### config.mk
export PLATFORM = sky130hd
export DESIGN_NAME = race_sequencer_flat
export DESIGN_NICKNAME = d
export VERILOG_FILES = /design/src/rtl/race_pkg.sv /design/src/rtl/race_sequencer_if.sv /design/src/rtl/player_pos_counter.sv /design/src/rtl/race_sequencer.sv /design/src/flat_wrapper.sv
export SDC_FILE = /design/constraint.sdc
export NUM_CORES = 1
export LEC_CHECK = 0
export CORE_ASPECT_RATIO = 1.25
export CORE_MARGIN = 4
export CORE_UTILIZATION = 30
export CTS_CLUSTER_DIAMETER = 60
export DETAILED_ROUTE_END_ITERATION = 16
export GPL_TIMING_DRIVEN = 0
export PLACE_DENSITY = 0.59
export SYNTH_ARGS = -nofsm -noshare
export SYNTH_HDL_FRONTEND = slang
export SYNTH_SLANG_ARGS = --single-unit
### constraint.sdc
create_clock -name clk -period 2.6 [get_ports clk]
set_clock_uncertainty 0.15 [all_clocks]
set_input_delay 0.26 -clock clk [delete_from_list [all_inputs] [get_ports clk]]
set_output_delay 0.26 -clock clk [all_outputs]
set_load 0.05 [all_outputs]
### src/rtl/race_pkg.sv
// Shared types and player indices for the LED racer controller.
package race_pkg;

    typedef enum logic [1:0] {
        ST_MENU      = 2'd0,
        ST_COUNTDOWN = 2'd1,
        ST_RACE      = 2'd2,
        ST_FINISH    = 2'd3
    } state_e;

    localparam int P_GREEN     = 0;
    localparam int P_RED       = 1;
    localparam int P_BLUE      = 2;
    localparam int P_YELLOW    = 3;
    localparam int NUM_PLAYERS = 4;

endpackage

### src/rtl/race_sequencer_if.sv
// Button/timebase inputs and display-facing outputs of the race controller.
interface race_sequencer_if #(
    parameter int POS_W = 7
);
    logic             tick;
    logic             start_press;
    logic [3:0]       press;
    logic             is_in_menu;
    logic [2:0]       countdown;
    logic             racing;
    logic [POS_W-1:0] green_cur_pos;
    logic [POS_W-1:0] red_cur_pos;
    logic [POS_W-1:0] blue_cur_pos;
    logic [POS_W-1:0] yellow_cur_pos;
    logic [3:0]       winner;

    modport master (
        output tick, start_press, press,
        input  is_in_menu, countdown, racing,
        input  green_cur_pos, red_cur_pos, blue_cur_pos, yellow_cur_pos, winner
    );

    modport slave (
        input  tick, start_press, press,
        output is_in_menu, countdown, racing,
        output green_cur_pos, red_cur_pos, blue_cur_pos, yellow_cur_pos, winner
    );
endinterface

### src/rtl/player_pos_counter.sv
// One player's track position: saturates at the finish LED, cleared when a race ends.
module player_pos_counter #(
    parameter int MAX_POS = 109,
    localparam int POS_W  = $clog2(MAX_POS)
) (
    input  logic             clk,
    input  logic             rst_n,
    input  logic             clear,
    input  logic             inc_en,
    output logic             at_finish,
    output logic [POS_W-1:0] pos
);
    logic [POS_W-1:0] r_pos;

    assign at_finish = (r_pos == POS_W'(MAX_POS - 1));
    assign pos       = r_pos;

    always_ff @(posedge clk or negedge rst_n) begin
        if (!rst_n) begin
            r_pos <= '0;
        end else if (clear) begin
            r_pos <= '0;
        end else if (inc_en && !at_finish) begin
            r_pos <= r_pos + 1'b1;
        end
    end
endmodule

### src/rtl/race_sequencer.sv
// Game controller: MENU -> COUNTDOWN -> RACE -> FINISH, with winner detection
// and a timed hold of the result before returning to the menu.
module race_sequencer
    import race_pkg::*;
#(
    parameter int MAX_POS        = 109,
    parameter int COUNT_FROM     = 3,
    parameter int WIN_HOLD_TICKS = 5
) (
    input  logic           clk,
    input  logic           rst_n,
    race_sequencer_if.slave bus
);
    localparam int POS_W  = $clog2(MAX_POS);
    localparam int HOLD_W = $clog2(WIN_HOLD_TICKS + 1);

    state_e              r_state, w_state_next;
    logic [2:0]          r_countdown, w_countdown_next;
    logic [HOLD_W-1:0]   r_hold, w_hold_next;
    logic [HOLD_W-1:0]   w_hold_inc;
    logic [3:0]          r_winner, w_winner_next;
    logic                w_clear;
    logic [3:0]          w_inc_en;
    logic [3:0]          w_at_finish;
    logic [POS_W-1:0]    w_pos [NUM_PLAYERS];

    genvar gi;
    generate
        for (gi = 0; gi < NUM_PLAYERS; gi++) begin : g_player
            player_pos_counter #(.MAX_POS(MAX_POS)) u_pos (
                .clk       (clk),
                .rst_n     (rst_n),
                .clear     (w_clear),
                .inc_en    (w_inc_en[gi]),
                .at_finish (w_at_finish[gi]),
                .pos       (w_pos[gi])
            );
        end
    endgenerate

    assign w_hold_inc = r_hold + 1'b1;

    always_ff @(posedge clk or negedge rst_n) begin
        if (!rst_n) begin
            r_state     <= ST_MENU;
            r_countdown <= '0;
            r_hold      <= '0;
            r_winner    <= '0;
        end else begin
            r_state     <= w_state_next;
            r_countdown <= w_countdown_next;
            r_hold      <= w_hold_next;
            r_winner    <= w_winner_next;
        end
    end

    always_comb begin
        w_state_next     = r_state;
        w_countdown_next = r_countdown;
        w_hold_next      = r_hold;
        w_winner_next    = r_winner;
        w_clear          = 1'b0;
        w_inc_en         = '0;
        case (r_state)
            ST_MENU: begin
                // A coincident tick is deliberately not applied to the fresh count.
                if (bus.start_press) begin
                    w_state_next     = ST_COUNTDOWN;
                    w_countdown_next = 3'(COUNT_FROM);
                end
            end
            ST_COUNTDOWN: begin
                if (bus.tick) begin
                    if (r_countdown == 3'd1) begin
                        w_state_next     = ST_RACE;
                        w_countdown_next = '0;
                    end else begin
                        w_countdown_next = r_countdown - 3'd1;
                    end
                end
            end
            ST_RACE: begin
                if (|w_at_finish) begin
                    w_state_next  = ST_FINISH;
                    w_winner_next = w_at_finish;
                end else begin
                    w_inc_en = bus.press;
                end
            end
            ST_FINISH: begin
                if (bus.start_press || (bus.tick && w_hold_inc == HOLD_W'(WIN_HOLD_TICKS))) begin
                    w_state_next  = ST_MENU;
                    w_hold_next   = '0;
                    w_winner_next = '0;
                    w_clear       = 1'b1;
                end else if (bus.tick) begin
                    w_hold_next = w_hold_inc;
                end
            end
            default: begin
                w_state_next     = ST_MENU;
                w_countdown_next = '0;
                w_hold_next      = '0;
                w_winner_next    = '0;
                w_clear          = 1'b1;
            end
        endcase
    end

    assign bus.is_in_menu     = (r_state == ST_MENU);
    assign bus.racing         = (r_state == ST_RACE);
    assign bus.countdown      = r_countdown;
    assign bus.winner         = r_winner;
    assign bus.green_cur_pos  = w_pos[P_GREEN];
    assign bus.red_cur_pos    = w_pos[P_RED];
    assign bus.blue_cur_pos   = w_pos[P_BLUE];
    assign bus.yellow_cur_pos = w_pos[P_YELLOW];
endmodule

### src/flat_wrapper.sv
// flat-port wrapper written by rule: the top's interface ports become plain ports
module race_sequencer_flat import race_pkg::*;
#(
    parameter int MAX_POS        = 109,
    parameter int COUNT_FROM     = 3,
    parameter int WIN_HOLD_TICKS = 5
)
  (clk, rst_n, bus_tick, bus_start_press, bus_press, bus_is_in_menu, bus_countdown, bus_racing, bus_green_cur_pos, bus_red_cur_pos, bus_blue_cur_pos, bus_yellow_cur_pos, bus_winner);
  race_sequencer_if #(.POS_W(7)) bus_i ();
  input  logic clk;
  input  logic rst_n;
  input wire logic [$bits(bus_i.tick)-1:0] bus_tick;
  input wire logic [$bits(bus_i.start_press)-1:0] bus_start_press;
  input wire logic [$bits(bus_i.press)-1:0] bus_press;
  output wire logic [$bits(bus_i.is_in_menu)-1:0] bus_is_in_menu;
  output wire logic [$bits(bus_i.countdown)-1:0] bus_countdown;
  output wire logic [$bits(bus_i.racing)-1:0] bus_racing;
  output wire logic [$bits(bus_i.green_cur_pos)-1:0] bus_green_cur_pos;
  output wire logic [$bits(bus_i.red_cur_pos)-1:0] bus_red_cur_pos;
  output wire logic [$bits(bus_i.blue_cur_pos)-1:0] bus_blue_cur_pos;
  output wire logic [$bits(bus_i.yellow_cur_pos)-1:0] bus_yellow_cur_pos;
  output wire logic [$bits(bus_i.winner)-1:0] bus_winner;
  assign bus_i.tick = bus_tick;
  assign bus_i.start_press = bus_start_press;
  assign bus_i.press = bus_press;
  assign bus_is_in_menu = bus_i.is_in_menu;
  assign bus_countdown = bus_i.countdown;
  assign bus_racing = bus_i.racing;
  assign bus_green_cur_pos = bus_i.green_cur_pos;
  assign bus_red_cur_pos = bus_i.red_cur_pos;
  assign bus_blue_cur_pos = bus_i.blue_cur_pos;
  assign bus_yellow_cur_pos = bus_i.yellow_cur_pos;
  assign bus_winner = bus_i.winner;
  race_sequencer #(.MAX_POS(MAX_POS), .COUNT_FROM(COUNT_FROM), .WIN_HOLD_TICKS(WIN_HOLD_TICKS)) u_core (.clk(clk), .rst_n(rst_n), .bus(bus_i));
endmodule
# [Yosys cells after proc, flatten, opt, wreduce, memory -nomap -nowiden]
# Cells that the tools add are included.
[totals] register_bits=40 out_inout_bits=37 word_cells=78
[op_classes] addsub=6 n_eq_ne=14 mux=27 reduce_logical=23
[op_table] cell="$mux W7" n=8
[op_table] cell="$add A7 B1 Y7 const B" n=4
[op_table] cell="$eq A7 B7 Y1 const B" n=4
[op_table] cell="$mux W4" n=4
[op_table] cell="$mux W3" n=5
[op_table] cell="$reduce_bool A2 Y1" n=7
[op_table] cell="$mux W2" n=5
[op_table] cell="$pmux W2 S4" n=1
[op_table] cell="$pmux W4 S2" n=1
[op_table] cell="$ne A2 B1 Y1 const B" n=3
[op_table] cell="$pmux W3 S2" n=1
[op_table] cell="$reduce_and A3 Y1" n=2
[op_table] cell="$logic_and A1 B1 Y1" n=5
[op_table] cell="$reduce_and A5 Y1" n=1
[op_table] cell="$eq A2 B2 Y1 const B" n=2
[op_table] cell="$logic_not A1 Y1" n=4
[op_table] cell="$ne A2 B2 Y1 const B" n=2
[op_table] cell="$reduce_or A4 Y1" n=1
[op_table] cell="$add A3 B1 Y3 const B" n=1
[op_table] cell="$eq A3 B1 Y1 const B" n=1
[op_table] cell="$eq A3 B3 Y1 const B" n=1
[op_table] cell="$sub A3 B1 Y3 const B" n=1
[op_table] cell="$eq A2 B1 Y1 const B" n=1
[op_table] cell="$logic_not A2 Y1" n=1
[op_table] cell="other kinds (3)" n=4

# [Logic depth before layout (Yosys ltp)]
[logic_depth] ltp_word=7 depth_mapped=9 depth_no_buf=7

# [By module]
# A second synthesis with hierarchy kept.
[unflattened] hier_cells=262 area_unflattened_um2=2459.9
[modules_own_cells] mod="player_pos_counter" n_inst=4 cells_per_inst=44 area_each_um2=410.4 seq_area_each_um2=175.2
[modules_own_cells] mod="race_sequencer" n_inst=1 cells_per_inst=86 area_each_um2=818.3 seq_area_each_um2=300.3

# [Least setup slack after synthesis]
# OpenSTA, ideal clock, no wires.
[synth_timing] kind="register -> register" startpoint="reg u_core.r_state[0]" endpoint="reg u_core.g_player[3].u_pos.r_pos[5]" t_arrival_ps=2463 required_time_ps=2316 setup_slack_ps=-147 path_stages_with_launch=10 n_path_buf=3 cell_sequence="dfrtp_1 > inv_1 > ha_1 > clkbuf_2 > o21ai_0 > or4_1 > buf_2 > buf_2 > o41ai_1 > a21oi_1"
[synth_between] elab_chain_len=4 word_cells_on_any_way=7 cone_classes="eq/ne: 2; mux: 3; reduce/logical: 2"
[synth_lines] element="from (decl)" line_no="race_sequencer.sv:17" rtl="state_e r_state, w_state_next;"
[synth_lines] element="from (signal assigned)" line_no="race_sequencer.sv:50" rtl="r_state <= w_state_next;"
[synth_lines] element="$eq A2 B2 Y1"
[synth_lines] element="named net bus_racing" line_no="flat_wrapper.sv:17" rtl="output wire logic [$bits(bus_i.racing)-1:0] bus_racing;"
[synth_lines] element="$mux W4" line_no="race_sequencer.sv:64" rtl="case (r_state)"
[synth_lines] element="$logic_and A1 B1 Y1" line_no="player_pos_counter.sv:23" rtl="end else if (inc_en && !at_finish) begin"
[synth_lines] element="$reduce_bool A2 Y1 (no source line)"
[synth_lines] element="to (signal assigned)" line_no="player_pos_counter.sv:24" rtl="r_pos <= r_pos + 1'b1;"
[synth_lines] element="to (decl)" line_no="player_pos_counter.sv:13" rtl="logic [POS_W-1:0] r_pos;"
# The timed path passes the listed nets, and every way through them passes these cells.
# A chain may end at the register's enable or synchronous reset.

# [Worst setup path in the final report]
[layout_timing] startpoint="reg u_core.g_player[0].u_pos.r_pos[0]" endpoint="reg u_core.g_player[3].u_pos.r_pos[5]"
[layout_between] elab_chain_len=6
[layout_lines] element="from (decl)" line_no="player_pos_counter.sv:13"
[layout_lines] element="from (signal assigned)" line_no="player_pos_counter.sv:24"
[layout_lines] element="$eq A7 B7 Y1" line_no="player_pos_counter.sv:15" rtl="assign at_finish = (r_pos == POS_W'(MAX_POS - 1));"
[layout_lines] element="$reduce_or A4 Y1" line_no="race_sequencer.sv:83" rtl="if (|w_at_finish) begin"
[layout_lines] element="$mux W4" line_no="race_sequencer.sv:83"
[layout_lines] element="$mux W4" line_no="race_sequencer.sv:64"
[layout_lines] element="$logic_and A1 B1 Y1" line_no="player_pos_counter.sv:23"
[layout_lines] element="$reduce_bool A2 Y1 (no source line)"
# No other way between the ends.

==> run_results.csv <==
group,metric,value,unit
outcome,result_of_the_run,"complete, no violations",
clock_tree,cts_tree,"yes",
worst_setup_path,cpLargestDelayFamily,"simple AND/OR/NAND/NOR gates",
synth,yosysUniqueCellTypes,45,
clock_tree,clkTransAtPathRegs,80,ps
synth,ys_top_cells_by_area,"sky130_fd_sc_hd__dfrtp_1, sky130_fd_sc_hd__ha_1, sky130_fd_sc_hd__a21oi_1, sky130_fd_sc_hd__inv_1, sky130_fd_sc_hd__mux2i_1",
drt,total_vias_in_the_final_route,2081,
synth,synth.yosys.warnings,0,
clock_tree,numClockSinks,40,
global_route,grt.met3_usage,2.37,%
die,die_w,87.4,um
clock_tree,numCtsBuffers,5,
final_layout,num-nets-final,331,
worst_setup_path,cp.buffers_inverters,3,
run,maxCapViolations,0,
sta,setup-tns-final,0,ps
clock_tree,clockBufferDepth,2,
final_layout,final.fill_count,778,
sta,fmax,402,MHz
global_route,grt_util_met2,22.3,%
final_layout,post-route-util,41.1,%
die,chipHeight,107,um
global_route,grt_start_max_net_pins,24,
drt,firstDrtPassIters,4,
power,vdd_drop_max,0.000543,V
drt,drt_via_density,5.22,
global_route,grt_usage,13.5,%
sta,report.final.slew_viol_count,0,
placed_design,globalplace.congestion,0.792,
global_route,grt_first_pass_wirelength,10.2,mm
sta,timing_worst_slew_pin_value,783,ps
sta,finalWorstPathRequiredPeriod,2490,ps
synth,synth_cell_count_leaders,"sky130_fd_sc_hd__dfrtp_1, sky130_fd_sc_hd__inv_1, sky130_fd_sc_hd__a21oi_1, sky130_fd_sc_hd__ha_1, sky130_fd_sc_hd__nand2_1",
power,clock_power_share,13.9,%
clock_tree,root_buffer,"sky130_fd_sc_hd__clkbuf_8",
final_layout,antenna-diode-count,0,
global_route,grt_antenna_before_repair,0,
worst_setup_path,critPathSlowestCell,"sky130_fd_sc_hd__or4_1",
die,ioPinCount,45,
synth,syn-instance-count,251,
power,seq_power_share,31.1,%
die,initial_utilization,31.4,%
synth,synthDominantCellAreaShare,42.3,%
global_route,grt_pass1_vias,2072,
synth,synth_ff_type,"sky130_fd_sc_hd__dfrtp_1",
power,p_int,1.61,mW
die,total_die_area,9380,um^2
drt,wl,6.07,mm
worst_setup_path,timing.critical_path.arrival,2510,ps
synth,synth_enable_flop_cells,0,
die,row_count,35,
synth,syn-cell-area,2360,um^2
placed_design,portBuffers,43,
sta,timing.slew.headroom,47.3,%
final_layout,layout-drive-gt1-share,9.77,%
sta,report.final.hold_viol_count,0,
global_route,grt-busiest-layer,"met2",
worst_setup_path,critical_path_required,2620,ps
worst_setup_path,critical_path.startpoint_type,"register",
synth,postSynthNetCount,276,
synth,asyncSetResetFlopFracSynth,100,%
clock_tree,clock_tree.htree_level_count,2,
clock_tree,clock_latency,290,ps
synth,post-synth-top-count-cell,"sky130_fd_sc_hd__dfrtp_1",
worst_setup_path,timing.critical_path.slowest_cell_delay,520,ps
global_route,grt-ovfl-total,0,
power,share_comb_of_total_power,55.0,%
power,power_density,1010,nW/um^2
synth,post_synthesis_mean_instance_area,9.42,um^2
sta,setup-violations-final,0,
die,design.core.area,7530,um^2
worst_setup_path,crit_path_end_kind,"register",
placed_design,dp_hpwl,4.49,mm
drt,antenna_left,0,
final_layout,flow.area_growth_from_synthesis,30.8,%
drt,wl_per_cell,15.2,um
power,net-switching-power,1.52,mW
worst_setup_path,path_cells,"inv_1 -> ha_1 -> nand4b_1 -> nor2_2 -> or4_1 -> buf_2 -> clkbuf_4 -> o41ai_2 -> a21oi_1",
worst_setup_path,worst-setup-path-type,"register to register",
synth,synth_top_area_cell,"sky130_fd_sc_hd__dfrtp_1",
synth,synth.ff_latch_count,40,
worst_setup_path,cp_max_fo,10,
drt,drc,0,
hold_path,worst_hold_path_type,"primary input to register",
power,leakagePower,1.25,nW
drt,first_iter_violations,99,
synth,synth_seq_area_share,42.3,%
sta,period_share,95.7,%
power,netSwitchingFraction,48.6,%
global_route,groute.layer.met1.usage,17.9,%
## final timing paths
kind | depth (start not counted) | start | endpoint | slack (ps)
setup / recovery | 9 | u_core.g_player[0].u_pos.pos[0]$_DFFE_PN0P_ | u_core.g_player[3].u_pos.pos[5]$_DFFE_PN0P_ | 110
hold / removal | 3 | bus_tick | u_core.bus.countdown[0]$_DFFE_PN0P_ | 290
setup reg to reg | 9 | u_core.g_player[0].u_pos.pos[0]$_DFFE_PN0P_ | u_core.g_player[3].u_pos.pos[5]$_DFFE_PN0P_ | 110
hold reg to reg | 2 | u_core.r_hold[1]$_DFFE_PN0P_ | u_core.r_hold[1]$_DFFE_PN0P_ | 370
max in group asynchronous | 3 | rst_n | u_core.g_player[0].u_pos.pos[1]$_DFFE_PN0P_ | 1510
min in group asynchronous | 2 | rst_n | u_core.g_player[1].u_pos.pos[0]$_DFFE_PN0P_ | 300
## per-layer routing
| layer | vias to the layer above | wire (um) |
|---|---|---|
| li1 | 1031 | - |
| met2 | 37 | 2980 |
| met1 | 1009 | 2790 |
| met3 | 4 | 249 |
| met5 | - | 0 |
| met4 | 0 | 46 |
## power by group through the flow
stage / logic, mW / registers [mW] / clock network [mW]
5_1_grt: 1.87 / 1.00 / 0.474
2_1_floorplan: 0.777 / 1.35 / 0
3_3_place_gp: 1.65 / 0.986 / 0
4_1_cts: 1.69 / 0.978 / 0.449
3_5_place_dp: 1.68 / 0.990 / 0
6_report: 1.72 / 0.972 / 0.434
## per-stage QoR
step | hold slack (ps) | std cells | area (um^2) | power (mW) | worst slack (ps)
final | 294 | 399 | 3090 | 3.13 | 111
after global routing | 311 | 399 | 3090 | 3.34 | -26.8
after CTS | 268 | 395 | 3040 | 3.12 | 73.6
after detailed placement | 86.0 | 387 | 2940 | 2.67 | -98.4
after global placement | 344 | 386 | 2920 | 2.63 | -204
after floorplan | -186 | 251 | 2370 | 2.13 | 10.1
## worst register-to-register path, delay by kind of cell, from the launching register on
| family | cells | cell delay [ps] |
|---|---|---|
| buf+inv | 3 | 470 |
| simple gates | 3 | 730 |
| flops | 1 | 400 |
| compound gates | 2 | 420 |
| fa+ha+maj | 1 | 190 |
## sequential cells by signal, summed over array words and instances, names as in the netlist
| register | cells |
|---|---|
| u_core.r_hold | 3 |
| u_core.r_state | 2 |
| u_core.bus.countdown | 3 |
| u_core.bus.winner | 4 |
| u_core.g_player.u_pos.pos | 28 |
## logic make-up after synthesis
kind of cell	share of synthesized area (%)
flops	42.3
buf+inv	5.56
mux	3.86
xor+xnor	1.85
fa+ha+maj	8.99
compound gates	17.5
simple gates	19.9
## repair_timing
action / in CTS / in global routing
endpoints found under the hold margin: 17 / 0
gates resized for setup: 1 / 6
setup endpoints to repair: 15 / 19
hold buffers: 1 / 0
setup buffers: 0 / 4
## final cells by class
type | instances | area [um^2] | area share (%)
Buffer | 9 | 47.5 | 1.54
Clock buffer | 8 | 90.1 | 2.91
Inverter | 22 | 82.6 | 2.67
Multi-Input combinational cell | 179 | 1260 | 40.9
Sequential cell | 40 | 1010 | 32.6
Tap cell | 92 | 115 | 3.72
Timing Repair Buffer | 49 | 485 | 15.7
## cell usage in the layout (no fill, tap or decap), types with 2 or more instances in the layout
cell	count
sky130_fd_sc_hd__nor3_1	4
sky130_fd_sc_hd__inv_1	22
sky130_fd_sc_hd__buf_4	4
sky130_fd_sc_hd__mux2i_1	8
sky130_fd_sc_hd__o21a_1	2
sky130_fd_sc_hd__nand4b_1	4
sky130_fd_sc_hd__nand3_1	10
sky130_fd_sc_hd__dfrtp_1	34
sky130_fd_sc_hd__clkdlybuf4s50_1	42
sky130_fd_sc_hd__ha_1	16
sky130_fd_sc_hd__nand3b_1	2
sky130_fd_sc_hd__o21ai_0	15
sky130_fd_sc_hd__or3_1	11
sky130_fd_sc_hd__dfrtp_2	6
sky130_fd_sc_hd__nand4_1	7
sky130_fd_sc_hd__or4_1	4
sky130_fd_sc_hd__buf_2	2
sky130_fd_sc_hd__o2bb2ai_1	5
sky130_fd_sc_hd__a21oi_1	17
sky130_fd_sc_hd__nand2_1	16
sky130_fd_sc_hd__o211ai_1	5
sky130_fd_sc_hd__a211o_1	2
sky130_fd_sc_hd__clkbuf_1	7
sky130_fd_sc_hd__xnor2_1	4
sky130_fd_sc_hd__nor2_1	10
sky130_fd_sc_hd__clkbuf_8	6
sky130_fd_sc_hd__nand2b_1	5
sky130_fd_sc_hd__o31a_1	2
sky130_fd_sc_hd__a22o_1	2
sky130_fd_sc_hd__o31ai_1	4
sky130_fd_sc_hd__nor4_1	5
No activity file was read; power rests on OpenSTA's default activity.
